==> src/rtl/kbd_buffer_pkg.sv <==
// -----------------------------------------------------------------------------
// kbd_buffer_pkg
//   Shared types and defaults for the keyboard type-ahead buffer.
//
//   kbd_mode_e   : KBD_FIFO   - queued type-ahead, one entry consumed per CPU
//                               strobe-clear access
//                  KBD_LATEST - single register, newest key overwrites
//   KBD_DATA_W   : default width of the CPU-visible kbd word (strobe + code)
//   KBD_DEPTH    : default number of FIFO entries
// -----------------------------------------------------------------------------
package kbd_buffer_pkg;

  typedef enum logic {
    KBD_FIFO   = 1'b0,
    KBD_LATEST = 1'b1
  } kbd_mode_e;

  localparam int KBD_DATA_W = 8;
  localparam int KBD_DEPTH  = 8;

endpackage : kbd_buffer_pkg

==> src/rtl/kbd_fifo_core.sv <==
// -----------------------------------------------------------------------------
// kbd_fifo_core
//   Storage array, pointers and occupancy counter for the type-ahead queue.
//   The head entry and the non-empty flag are registered so that everything
//   the CPU sees comes straight from flops.
//
//   Parameters
//     CODE_W   : width of one stored key code
//     DEPTH    : number of entries, power of two and >= 2
//
//   Ports
//     clk      in   clock
//     rst_n    in   asynchronous active-low reset
//     push     in   write request for wdata
//     wdata    in   key code to enqueue
//     pop      in   single-cycle dequeue request
//     head     out  oldest entry; holds the last popped code when empty
//     nonempty out  queue holds at least one entry
//     level    out  number of queued entries (0..DEPTH)
//     drop     out  push arrived while full with no pop to make room
// -----------------------------------------------------------------------------
module kbd_fifo_core #(
  parameter int CODE_W = 7,
  parameter int DEPTH  = 8
) (
  input  logic                     clk,
  input  logic                     rst_n,
  input  logic                     push,
  input  logic [CODE_W-1:0]        wdata,
  input  logic                     pop,
  output logic [CODE_W-1:0]        head,
  output logic                     nonempty,
  output logic [$clog2(DEPTH):0]   level,
  output logic                     drop
);

  localparam int PTR_W = $clog2(DEPTH);
  localparam int CNT_W = PTR_W + 1;

  // Refuse to elaborate with a depth the pointer arithmetic cannot wrap.
  if (DEPTH < 2 || (DEPTH & (DEPTH - 1)) != 0) begin : g_bad_depth
    $error("kbd_fifo_core: DEPTH must be a power of two and at least 2");
  end

  logic [CODE_W-1:0] mem [DEPTH];

  logic [PTR_W-1:0]  wr_ptr_q;
  logic [PTR_W-1:0]  rd_ptr_q;
  logic [PTR_W-1:0]  rd_ptr_nxt;
  logic [CNT_W-1:0]  count_q;
  logic [CNT_W-1:0]  count_nxt;
  logic [CODE_W-1:0] head_q;
  logic [CODE_W-1:0] head_nxt;
  logic              nonempty_q;

  logic full;
  logic pop_en;
  logic wr_en;

  always_comb begin
    // NOTE: every signal driven here gets a default first, so no path through
    // the block leaves it unassigned and no latch is inferred.
    full       = (count_q == CNT_W'(DEPTH));
    pop_en     = pop && (count_q != '0);
    // A full queue still accepts a key when a pop frees the head slot.
    wr_en      = push && (!full || pop_en);
    drop       = push && !wr_en;
    rd_ptr_nxt = pop_en ? rd_ptr_q + PTR_W'(1) : rd_ptr_q;

    count_nxt = count_q;
    case ({wr_en, pop_en})
      2'b10:   count_nxt = count_q + CNT_W'(1);
      2'b01:   count_nxt = count_q - CNT_W'(1);
      default: count_nxt = count_q;
    endcase

    // Precompute the next head. When the slot about to become the head is the
    // one being written this cycle (push into empty, or push+pop at level 1),
    // the array still holds stale data, so forward wdata instead. When the
    // queue drains, the previous head is kept on display.
    head_nxt = head_q;
    if (count_nxt != '0) begin
      if (wr_en && (rd_ptr_nxt == wr_ptr_q)) begin
        head_nxt = wdata;
      end else begin
        head_nxt = mem[rd_ptr_nxt];
      end
    end
  end

  // NOTE: the storage array has no reset; the pointers and counter define
  // which entries are valid, and a resettable array would cost a flop reset
  // per bit for nothing.
  always_ff @(posedge clk) begin
    if (wr_en) begin
      mem[wr_ptr_q] <= wdata;
    end
  end

  // NOTE: sequential state uses non-blocking assignments so every flop samples
  // the pre-edge values regardless of statement order.
  always_ff @(posedge clk or negedge rst_n) begin
    if (!rst_n) begin
      wr_ptr_q   <= '0;
      rd_ptr_q   <= '0;
      count_q    <= '0;
      head_q     <= '0;
      nonempty_q <= 1'b0;
    end else begin
      if (wr_en) begin
        wr_ptr_q <= wr_ptr_q + PTR_W'(1);
      end
      rd_ptr_q   <= rd_ptr_nxt;
      count_q    <= count_nxt;
      head_q     <= head_nxt;
      nonempty_q <= (count_nxt != '0);
    end
  end

  assign head     = head_q;
  assign nonempty = nonempty_q;
  assign level    = count_q;

endmodule : kbd_fifo_core

==> src/rtl/kbd_buffer.sv <==
// -----------------------------------------------------------------------------
// kbd_buffer
//   Keyboard type-ahead buffer sitting between ps2ctrlr and address_decode.
//   Decoded keys are queued; the CPU sees the oldest key with the strobe bit
//   set, and each rising edge of kbd_clr (a CPU strobe-clear access) advances
//   to the next key. MODE = KBD_LATEST gives the classic single latch where
//   the newest key overwrites the old one.
//
//   Build option: define KBD_BUFFER_STATUS_EN to enable the level and
//   overflow outputs. Without it both read as 0 and ovf_clr is ignored; keys
//   arriving at a full queue are still dropped.
//
//   Parameters
//     DATA_W    : width of kbd; bit DATA_W-1 is the strobe
//     DEPTH     : FIFO entries (power of two, >= 2); unused in KBD_LATEST
//     MODE      : KBD_FIFO or KBD_LATEST
//
//   Ports
//     clock_50  in   system clock
//     res       in   asynchronous active-low reset
//     key_data  in   key code from ps2ctrlr
//     key_valid in   one-cycle push pulse qualifying key_data
//     kbd_clr   in   high during a CPU access to the strobe-clear address
//     ovf_clr   in   one-cycle pulse clearing overflow
//     kbd       out  {kbd_strb, head key code}
//     kbd_strb  out  buffer is non-empty
//     level     out  occupancy
//     overflow  out  sticky lost-key flag
// -----------------------------------------------------------------------------
module kbd_buffer
  import kbd_buffer_pkg::*;
#(
  parameter int        DATA_W = KBD_DATA_W,
  parameter int        DEPTH  = KBD_DEPTH,
  parameter kbd_mode_e MODE   = KBD_FIFO
) (
  input  logic                   clock_50,
  input  logic                   res,
  input  logic [DATA_W-2:0]      key_data,
  input  logic                   key_valid,
  input  logic                   kbd_clr,
  input  logic                   ovf_clr,
  output logic [DATA_W-1:0]      kbd,
  output logic                   kbd_strb,
  output logic [$clog2(DEPTH):0] level,
  output logic                   overflow
);

  localparam int CODE_W = DATA_W - 1;
  localparam int LVL_W  = $clog2(DEPTH) + 1;

  logic              clr_q;
  logic              pop;
  logic [CODE_W-1:0] head;
  logic              nonempty;
  logic [LVL_W-1:0]  occ;
  logic              ovf_event;

  // kbd_clr may stay high for the whole CPU access; only its rising edge
  // counts as a pop.
  always_ff @(posedge clock_50 or negedge res) begin
    if (!res) begin
      clr_q <= 1'b0;
    end else begin
      clr_q <= kbd_clr;
    end
  end

  assign pop = kbd_clr && !clr_q;

  if (MODE == KBD_FIFO) begin : g_fifo

    kbd_fifo_core #(
      .CODE_W (CODE_W),
      .DEPTH  (DEPTH)
    ) u_core (
      .clk      (clock_50),
      .rst_n    (res),
      .push     (key_valid),
      .wdata    (key_data),
      .pop      (pop),
      .head     (head),
      .nonempty (nonempty),
      .level    (occ),
      .drop     (ovf_event)
    );

  end else begin : g_latest

    logic [CODE_W-1:0] code_q;
    logic              strb_q;

    // Push has priority over pop so a key arriving during the clear access
    // is not lost.
    always_ff @(posedge clock_50 or negedge res) begin
      if (!res) begin
        code_q <= '0;
        strb_q <= 1'b0;
      end else if (key_valid) begin
        code_q <= key_data;
        strb_q <= 1'b1;
      end else if (pop) begin
        strb_q <= 1'b0;
      end
    end

    assign head      = code_q;
    assign nonempty  = strb_q;
    assign occ       = LVL_W'(strb_q);
    // Overwriting a key the CPU has not yet cleared loses it.
    assign ovf_event = key_valid && strb_q;

  end

`ifdef KBD_BUFFER_STATUS_EN

  logic ovf_q;

  // A new loss in the same cycle as ovf_clr wins, so no event goes unseen.
  always_ff @(posedge clock_50 or negedge res) begin
    if (!res) begin
      ovf_q <= 1'b0;
    end else if (ovf_event) begin
      ovf_q <= 1'b1;
    end else if (ovf_clr) begin
      ovf_q <= 1'b0;
    end
  end

  assign overflow = ovf_q;
  assign level    = occ;

`else

  // Status outputs are tied off; the occupancy and loss signals feed nothing
  // and are trimmed away by synthesis.
  logic unused_status;
  assign unused_status = ^{ovf_clr, ovf_event, occ};

  assign overflow = 1'b0;
  assign level    = '0;

`endif

  assign kbd      = {nonempty, head};
  assign kbd_strb = nonempty;

endmodule : kbd_buffer

==> config.mk <==
export PLATFORM = sky130hd
export DESIGN_NAME = kbd_buffer
export DESIGN_NICKNAME = d
export VERILOG_FILES = /design/src/rtl/kbd_buffer_pkg.sv /design/src/rtl/kbd_fifo_core.sv /design/src/rtl/kbd_buffer.sv
export SDC_FILE = /design/constraint.sdc
export NUM_CORES = 1
export LEC_CHECK = 0
export ABC_CLOCK_PERIOD_IN_PS = 6300
export CORE_ASPECT_RATIO = 1.2
export CORE_MARGIN = 2
export CORE_UTILIZATION = 40
export CTS_BUF_LIST = sky130_fd_sc_hd__clkbuf_4 sky130_fd_sc_hd__clkbuf_8
export DETAILED_ROUTE_END_ITERATION = 8
export PLACE_DENSITY_LB_ADDON = 0.2
export SLEW_MARGIN = 10
export SYNTH_ARGS = -nofsm -noshare
export SYNTH_HDL_FRONTEND = slang
export SYNTH_SLANG_ARGS = --single-unit
==> constraint.sdc <==
create_clock -name clock_50 -period 6.3 [get_ports clock_50]
set_input_delay 1.89 -clock clock_50 [delete_from_list [all_inputs] [get_ports clock_50]]
set_output_delay 1.89 -clock clock_50 [all_outputs]
set_load 0.02 [all_outputs]
* After elaboration in Yosys (flattened, before gate mapping)
Memories as Yosys holds them, arrays and structs flattened. A register that Yosys moved wholly into a read port is not among the register bits.
Cells that the tools add are included.
** Operators by class
- Add/sub/neg operators :: 4
- Equality and inequality tests :: 3
- Muxes and demuxes :: 4
- Reductions and logical operators :: 9
** Operator list (number)
- case mux 4 bit (2 select lines) :: 1
- nonzero test 4 bit :: 2
- adder 3 x 1 -> 3 bit (second input constant) :: 2
- adder 4 x 1 -> 4 bit (second input constant) :: 1
- == test 4 bit (second input constant) :: 1
- subtractor 4 x 1 -> 4 bit (second input constant) :: 1
- logical AND 1 bit :: 3
- zero test 1 bit :: 3
- two-way mux 3 bit :: 1
- == test 2 x 1 -> 1 bit (second input constant) :: 1
- == test 2 bit (second input constant) :: 1
- two-way mux 1 bit :: 2
- logical OR 1 bit :: 1
** Storage, ports and cells
- Flip-flop bits (word level) :: 12
- Bits in writable memories :: 56
- Input bits :: 12
- Output and inout bits :: 14
- Logic and storage cells :: 26
- Memories kept :: 1
** Memory list
- g_fifo.u_core.mem :: words 8, bits a word 7, read ports 1, clocked after memory_dff 1, write ports 1, line kbd_fifo_core.sv:45 : logic [CODE_W-1:0] mem [DEPTH];

* Longest topological paths before layout
Gate-level depths: netlist of run 1.
- Depth after elaboration :: 8
- Mapped depth :: 12
- Gate-level depth less buffers :: 10

* Cells and area by module
From an unflattened synthesis of run 1, not the netlist that was laid out.
** Unflattened totals
- Cells, all modules :: 253
- Area, all modules :: 3846.2 um2
** Modules (own cells, without submodules)
- kbd_fifo_core :: times used 1, cells an instance 244, area each 3758.6 um2, seq. area each 2132.0 um2
- kbd_buffer :: times used 1, cells an instance 9, area each 87.6 um2, seq. area each 25.0 um2

* Worst setup path before layout of run 1
No wires, ideal clock.
- Path kind :: in2reg
- Start point :: input port kbd_clr
- End point :: register g_fifo.u_core.head_q[1], in the netlist g_fifo.u_core.head[1], read port of g_fifo.u_core.mem
- Library setup time :: 0.141 ns
- Data arrival time :: 4.148 ns
- Data required time :: 6.159 ns
- Path slack :: 2.011 ns
- Cell stages on the path :: 10
- Buffers on the path :: 1
- Cell sequence :: nor2b_1 -> nand2_8 -> nor2_1 -> ha_1 -> and3_1 -> o211ai_1 -> o221ai_1 -> a32oi_1 -> clkbuf_1 -> a31oi_1
** On the way
- Cells in the longest elaborated chain, start to end :: 7
- Elaborated cells on any way between the ends :: 9
- Classes of those cells :: eq/ne (2); mux (2); reduce/logical (5)
** Ends and longest elaborated chain
- start, declared :: line kbd_buffer.sv:41 : input logic kbd_clr,
- logical AND 1 bit (*) :: line kbd_buffer.sv:69 : assign pop = kbd_clr && !clr_q;
- logical AND 1 bit (*) :: line kbd_fifo_core.sv:64 : pop_en = pop && (count_q != '0);
- logical OR 1 bit :: line kbd_fifo_core.sv:66 : wr_en = push && (!full || pop_en);
- logical AND 1 bit :: line kbd_fifo_core.sv:66
- == test 2 x 1 -> 1 bit or == test 2 bit (tied branches) :: line kbd_fifo_core.sv:71 : case ({wr_en, pop_en})
- case mux 4 bit (2 select lines) :: line kbd_fifo_core.sv:71
- nonzero test 4 bit :: line kbd_fifo_core.sv:82 : if (count_nxt != '0) begin
- end, declared :: line kbd_fifo_core.sv:52 : logic [CODE_W-1:0] head_q;
Every way passes the cells marked *; elsewhere a longest branch is shown, timed or not.
A chain may end at the register's enable or synchronous reset.

* Worst setup path in the final report of run 1
Same ends and word-level chain as after synthesis.

==> results.cfg, run 1 <==
[detailed_routing]
drc = 0
drtIter0Drc = 164
dr_total_vias = 2198
drtAntennaViolNets = 0
viasPerCell = 5.40
dr.pass1.iters = 4
drt_wl_total_mm = 7.80
wl_met3_um = 281
wl_met1_mm = 3.17
wl_per_cell_um = 19.2
route.met2.wl_mm = 4.20
top_layer = met4

[placement]
dpl.hpwl_mm = 5.10
pre_cts_ws_ns = 0.769
post_dp_cell_area_sq_um = 4030
place_congestion = 0.691
port-buffer-count = 19

[floorplan]
io_pins = 26
start_util_pct = 41.4
die_width_um = 92.8
core_sq_um = 9130
rows = 38
fp.dieH_um = 111
dieArea_sq_um = 10300

[critical_path]
cp_num_cells = 11
crit_chain = clkdlybuf4s50_1 > nor2b_1 > nand2_8 > nor2_1 > ha_1 > and3_1 > o211ai_1 > o211ai_1 > a32oi_1 > nor2_1 > a31oi_1
path_delay_family = compound AO/OA/AOI/OAI gates
critical_path_required_ns = 6.57
cp_slowest_cell = a32oi_1
critical_path.max_stage_delay_ns = 0.90
path_buf_inv = 1
rr_endpoint = g_fifo.u_core.head[6]$_DFFE_PN0P_
crit_type = in -> reg
rrSetupSlack_ns = 2.80
startpoint_type = input port
r2r-start = g_fifo.u_core.rd_ptr_q[0]$_DFF_PN0_
rr_worst_depth = 7
crit_arrival_ns = 5.40
endpoint_kind = flop
cp_max_fo = 17

[synth]
syn_area_per_cell_sq_um = 14.1
synth.area.top_cells = edfxtp_1 44%, mux4_2 17%, dfrtp_1 13%, nand2_1 3.3%, a21oi_1 2.1%
syn_inst = 268
yosysTopAreaCell = edfxtp_1
synth.top_cell.area_share_pct = 44.4
ys_ff_latch = 75
yosysSeqAreaShare_pct = 57.0
yosysWarnings = 0
syn_area_sq_um = 3780
synth_cell_type_count = 39

[sta]
slew_violations = 0
setup_viol = 0
fin_ws_ns = 1.17
skew_ns = 0.00864
max_freq_ghz = 0.195
rsz0062_at_grt = false
worst_hold_slack_ns = 0.527
min_period_ns = 5.13
finalHoldViolCount = 0
relSlewSlack_pct = 25.2
period_share_pct = 81.4
worstMarginPinSlew_ns = 1.12
fin_tns_setup_ns = 0

[min_path]
holdPathEnd = g_fifo.u_core.head[6]$_DFFE_PN0P_
min-delay-start = g_fifo.u_core.head[6]$_DFFE_PN0P_
hold_path_depth = 2
hp-class = reg -> reg

[grt]
first_global_vias = 2236
grt_first_pass_wirelength_mm = 12.2
grt_usage_pct = 16.2
grt_max_degree = 20
grt.overflow.total = 0
antenna_found_initial = 0

[cts]
clk_pin_slew_ns = 0.07
clock-sinks = 75
cts_buffer_depth = 2
cts_resized = 0
cts_buffers = 9
clock_latency_ns = 0.35
postCtsSetupBuffers = 0
cts_max_level = 3
cts_hold_buf = 0
cts_tree = built
clockRootBuffer = clkbuf_8

[layout]
mostFrequentLayoutCells = 56 x edfxtp_1, 33 x nand2_1, 28 x mux4_2, 19 x dfrtp_1, 19 x clkdlybuf4s50_1
fillerInstances = 814
final_layout_size_suffix_gt1_share_pct = 18.5
layout_commonest_cell = edfxtp_1
area_delta_synth_final_pct = 12.2
final_nets = 299
final_cell_area_sq_um = 4240
antenna-diode-count = 0

[power]
leakagePower_nw = 1.51
power.total_mw = 2.08
ir_worst_vdd_mv = 0.153
powerDensity_nw_per_um2 = 490

[outcome]
status = complete, no violations

[job]
drv_cap = 0
## state kept, by name, summed over array words and instances, names as in the netlist
register	flops
g_fifo.u_core.nonempty	1
g_fifo.u_core.level	4
g_fifo.u_core.wr_ptr_q	3
g_fifo.u_core.head	7
g_fifo.u_core.mem	56
g_fifo.u_core.rd_ptr_q	3
clr_q	1
## cell usage after synthesis
| master | number |
|---|---|
| clkbuf_1 | 5 |
| clkbuf_2 | 1 |
| a211o_1 | 1 |
| a31oi_1 | 4 |
| nand2b_1 | 5 |
| and3b_1 | 2 |
| buf_4 | 6 |
| buf_2 | 7 |
| nor4_1 | 2 |
| a21oi_1 | 16 |
| or2_2 | 1 |
| ha_1 | 4 |
| or3_1 | 1 |
| nor2_1 | 18 |
| inv_1 | 7 |
| mux2i_1 | 6 |
| xnor2_1 | 7 |
| xor2_1 | 3 |
| mux2_2 | 2 |
| o21ai_0 | 2 |
| edfxtp_1 | 56 |
| and3_1 | 2 |
| mux4_2 | 28 |
| o211ai_1 | 4 |
| nand2_1 | 33 |
| dfrtp_1 | 19 |
| buf_1 | 2 |
| buf_6 | 2 |
| conb_1 | 1 |
| o31ai_1 | 1 |
| nand2_8 | 1 |
| fa_1 | 1 |
| or4_4 | 1 |
| nor2b_1 | 1 |
| a21o_1 | 2 |
| nor3_1 | 5 |
| nand3_1 | 1 |
| o221ai_1 | 1 |
| a32oi_1 | 7 |
## how the worst max path moves through the flow
stage                 start                           endpoint  slack [ns]
finish              kbd_clr  g_fifo.u_core.head[1]$_DFFE_PN0P_        1.17
global route        kbd_clr  g_fifo.u_core.head[2]$_DFFE_PN0P_        0.77
CTS                 kbd_clr  g_fifo.u_core.head[1]$_DFFE_PN0P_        1.15
detailed placement  kbd_clr  g_fifo.u_core.head[1]$_DFFE_PN0P_        0.77
global placement    kbd_clr  g_fifo.u_core.head[1]$_DFFE_PN0P_        0.81
floorplan           kbd_clr  g_fifo.u_core.head[1]$_DFFE_PN0P_        2.01
## per-stage QoR
step | util, % | instances
2_1_floorplan | - | 272
3_3_place_gp | 44.2 | 391
3_5_place_dp | 44.2 | 391
4_1_cts | 46.5 | 407
5_1_grt | 46.5 | 407
6_report | 46.5 | 407
## worst reg2reg max path, stage by stage, from the launching register on
cell	delay, ns
dfrtp_1	0.88
ha_1	0.93
xor2_1	0.13
nor4_1	0.27
a31oi_1	0.08
or3_1	0.59
mux2i_1	0.35
a21oi_1	0.11
## kinds of logic (layout without fill, tap and decap cells)
| logic type | after synthesis | after routing | share of synthesized area, % |
|---|---|---|---|
| buffers and inverters | 30 | 45 | 4.23 |
| XOR/XNOR | 10 | 10 | 2.31 |
| adder cells (fa/ha/maj) | 5 | 5 | 1.85 |
| multiplexers | 36 | 36 | 18.8 |
| AND/OR/NAND/NOR | 73 | 73 | 9.13 |
| flip-flops | 75 | 75 | 57.0 |
| other | 1 | 5 | 0.0991 |
| AO/OA/AOI/OAI | 38 | 38 | 6.51 |
## per-layer routing
| layer | vias up | global-route usage [%] |
|---|---|---|
| li1 | 1038 | - |
| met1 | 1112 | 19.6 |
| met2 | 36 | 28.0 |
| met3 | 12 | 3.48 |
| met4 | 0 | 6.18 |
| met5 | - | 0 |
## cell type report
type / count / area [sq um] / share of cell area, %
clock buffers: 11 / 151 / 3.57
clock inverters: 5 / 60.1 / 1.42
inverters: 7 / 26.3 / 0.619
multi-input cells: 167 / 1490 / 35.0
flip-flops and latches: 75 / 2160 / 50.8
well taps: 120 / 150 / 3.54
repair buffers: 22 / 213 / 5.01
## report_power, final
part	total (mW)	internal, mW	switching, mW
clock	0.388	0.206	0.182
sequential	0.762	0.644	0.118
combinational	0.931	0.478	0.453
total	2.08	1.33	0.753
Power figures use the tool's default switching activity.
==> run 2, diff against run 1 <==
--- a/config.mk
+++ b/config.mk
@@ -5,7 +5,7 @@
 export SDC_FILE = /design/constraint.sdc
 export NUM_CORES = 1
 export LEC_CHECK = 0
-export ABC_CLOCK_PERIOD_IN_PS = 6300
+export ABC_CLOCK_PERIOD_IN_PS = 4700
 export CORE_ASPECT_RATIO = 1.2
 export CORE_MARGIN = 2
 export CORE_UTILIZATION = 40
==> constraint.sdc (replaced) <==
create_clock -name clock_50 -period 4.7 [get_ports clock_50]
set_input_delay 1.41 -clock clock_50 [delete_from_list [all_inputs] [get_ports clock_50]]
set_output_delay 1.41 -clock clock_50 [all_outputs]
set_load 0.02 [all_outputs]
==> run 2 against run 1 <==
  * Largest power group unchanged
  * Critical path type unchanged
  * Sequential power grew 30%
  * Clock-buffer cell count shrank 2
  * Combinational power grew 40%
==> results.cfg, run 2 (synthesized netlist as in run 1, its figures left out) <==
[cts]
cts_hold_buf = 0
cts_buffers = 9
cts_resized = 0
cts_buffer_depth = 2
clockRootBuffer = clkbuf_8
cts_tree = built
cts_max_level = 3
clock_latency_ns = 0.36
postCtsSetupBuffers = 0
clock-sinks = 75
clk_pin_slew_ns = 0.08

[grt]
grt_util_met3_pct = 3.34
grt_first_pass_wirelength_mm = 12.3
grt_use_met2_pct = 28.6
grt.overflow.total = 0
use_met1_pct = 19.5
first_global_vias = 2293
grt_usage_pct = 16.2
antenna_found_initial = 0
grt_max_degree = 20
busiest_layer = met2

[floorplan]
dieArea_sq_um = 10300
io_pins = 26
fp.dieH_um = 111
die_width_um = 92.8
core_sq_um = 9130
rows = 38
start_util_pct = 41.4

[sta]
fin_tns_setup_ns = 0
skew_ns = 0.0114
slew_violations = 0
worst_hold_slack_ns = 0.535
min_period_ns = 4.23
worstMarginPinSlew_ns = 1.16
relSlewSlack_pct = 22.8
period_share_pct = 90.1
setup_viol = 0
rsz0062_at_grt = false
max_freq_ghz = 0.236
finalHoldViolCount = 0

[critical_path]
crit_arrival_ns = 4.41
rr_endpoint = g_fifo.u_core.head[1]$_DFFE_PN0P_
critical_path_required_ns = 4.88
r2r-start = g_fifo.u_core.level[3]$_DFF_PN0_
crit_type = in -> reg
startpoint_type = input port
rr_worst_depth = 9
endpoint_kind = flop
cp_max_fo = 15
rrSetupSlack_ns = 1.32

[placement]
port-buffer-count = 19
dpl.hpwl_mm = 5.11
place_congestion = 0.728

[detailed_routing]
drtIter0Drc = 175
dr.pass1.iters = 4
wl_per_cell_um = 18.7
drtAntennaViolNets = 0
drt_wl_total_mm = 7.84
viasPerCell = 5.42
dr_total_vias = 2265
drc = 0

[layout]
mostFrequentLayoutCells = 56 x edfxtp_1, 33 x nand2_1, 28 x mux4_2, 19 x dfrtp_1, 19 x clkdlybuf4s50_1
antenna-diode-count = 0
largest_reg_flops = 56
area_delta_synth_final_pct = 14.1
fillerInstances = 803
final_layout_size_suffix_gt1_share_pct = 21.1
final_nets = 310
registers.top_by_ff_count = g_fifo.u_core.mem
layout_commonest_cell = edfxtp_1

[outcome]
status = complete, no violations

[power]
ir_worst_vdd_mv = 0.187
powerDensity_nw_per_um2 = 651
leakagePower_nw = 1.56

[min_path]
min-delay-start = g_fifo.u_core.head[6]$_DFFE_PN0P_
hp-class = reg -> reg
holdPathEnd = g_fifo.u_core.head[6]$_DFFE_PN0P_
hold_path_depth = 2

[job]
drv_cap = 0
run 2: layout make-up:
type	count	area (sq um)	share of cell area, %
clock buffers	9	124	2.87
clock inverters	7	83.8	1.94
inverters	7	26.3	0.609
multi-input cells	167	1480	34.3
flip-flops and latches	75	2160	50.0
well taps	120	150	3.48
repair buffers	33	295	6.84
run 2: metal layers:
| metal | part of all wire, % | up-vias | wire, um |
|---|---|---|---|
| li1 | - | 1066 | - |
| met3 | 3.9 | 10 | 307 |
| met2 | 54 | 44 | 4250 |
| met4 | 1.6 | 0 | 123 |
| met1 | 40 | 1145 | 3160 |
| met5 | 0 | - | 0 |
run 2: power by group:
| group | internal [mW] | switching [mW] | total, mW |
|---|---|---|---|
| logic | 0.663 | 0.639 | 1.30 |
| clock network | 0.254 | 0.267 | 0.521 |
| registers | 0.863 | 0.125 | 0.988 |
| total | 1.78 | 1.03 | 2.81 |
run 2: worst max-delay path, cell delays in order:
cell             delay (ns)
clkdlybuf4s50_1        0.50
nor2b_1                0.14
buf_4                  0.17
nand2_8                0.05
nor2_1                 0.22
ha_1                   0.32
and3_1                 0.21
o211ai_1               0.18
o211ai_1               0.11
a32oi_1                0.92
a31oi_1                0.17
run 2: worst max path at each step:
stage                       start  slack [ns]                                 to
after detailed placement  kbd_clr        0.05  g_fifo.u_core.head[1]$_DFFE_PN0P_
after CTS                 kbd_clr        0.43  g_fifo.u_core.head[1]$_DFFE_PN0P_
after global placement    kbd_clr        0.13  g_fifo.u_core.head[1]$_DFFE_PN0P_
after global routing      kbd_clr        0.19  g_fifo.u_core.head[1]$_DFFE_PN0P_
final                     kbd_clr        0.47  g_fifo.u_core.head[1]$_DFFE_PN0P_
after floorplan           kbd_clr        0.89  g_fifo.u_core.head[1]$_DFFE_PN0P_
run 2: stage by stage:
step | setup slack (ns) | power [mW] | instance area [sq um] | util, % | instances
floorplan | 0.891 | 1.99 | 3800 | - | 272
global placement | 0.129 | 2.30 | 4110 | 45.0 | 402
detailed placement | 0.0532 | 2.32 | 4110 | 45.0 | 402
CTS | 0.433 | 2.84 | 4320 | 47.3 | 418
global route | 0.185 | 3.01 | 4320 | 47.3 | 418
finish | 0.468 | 2.81 | 4320 | 47.3 | 418
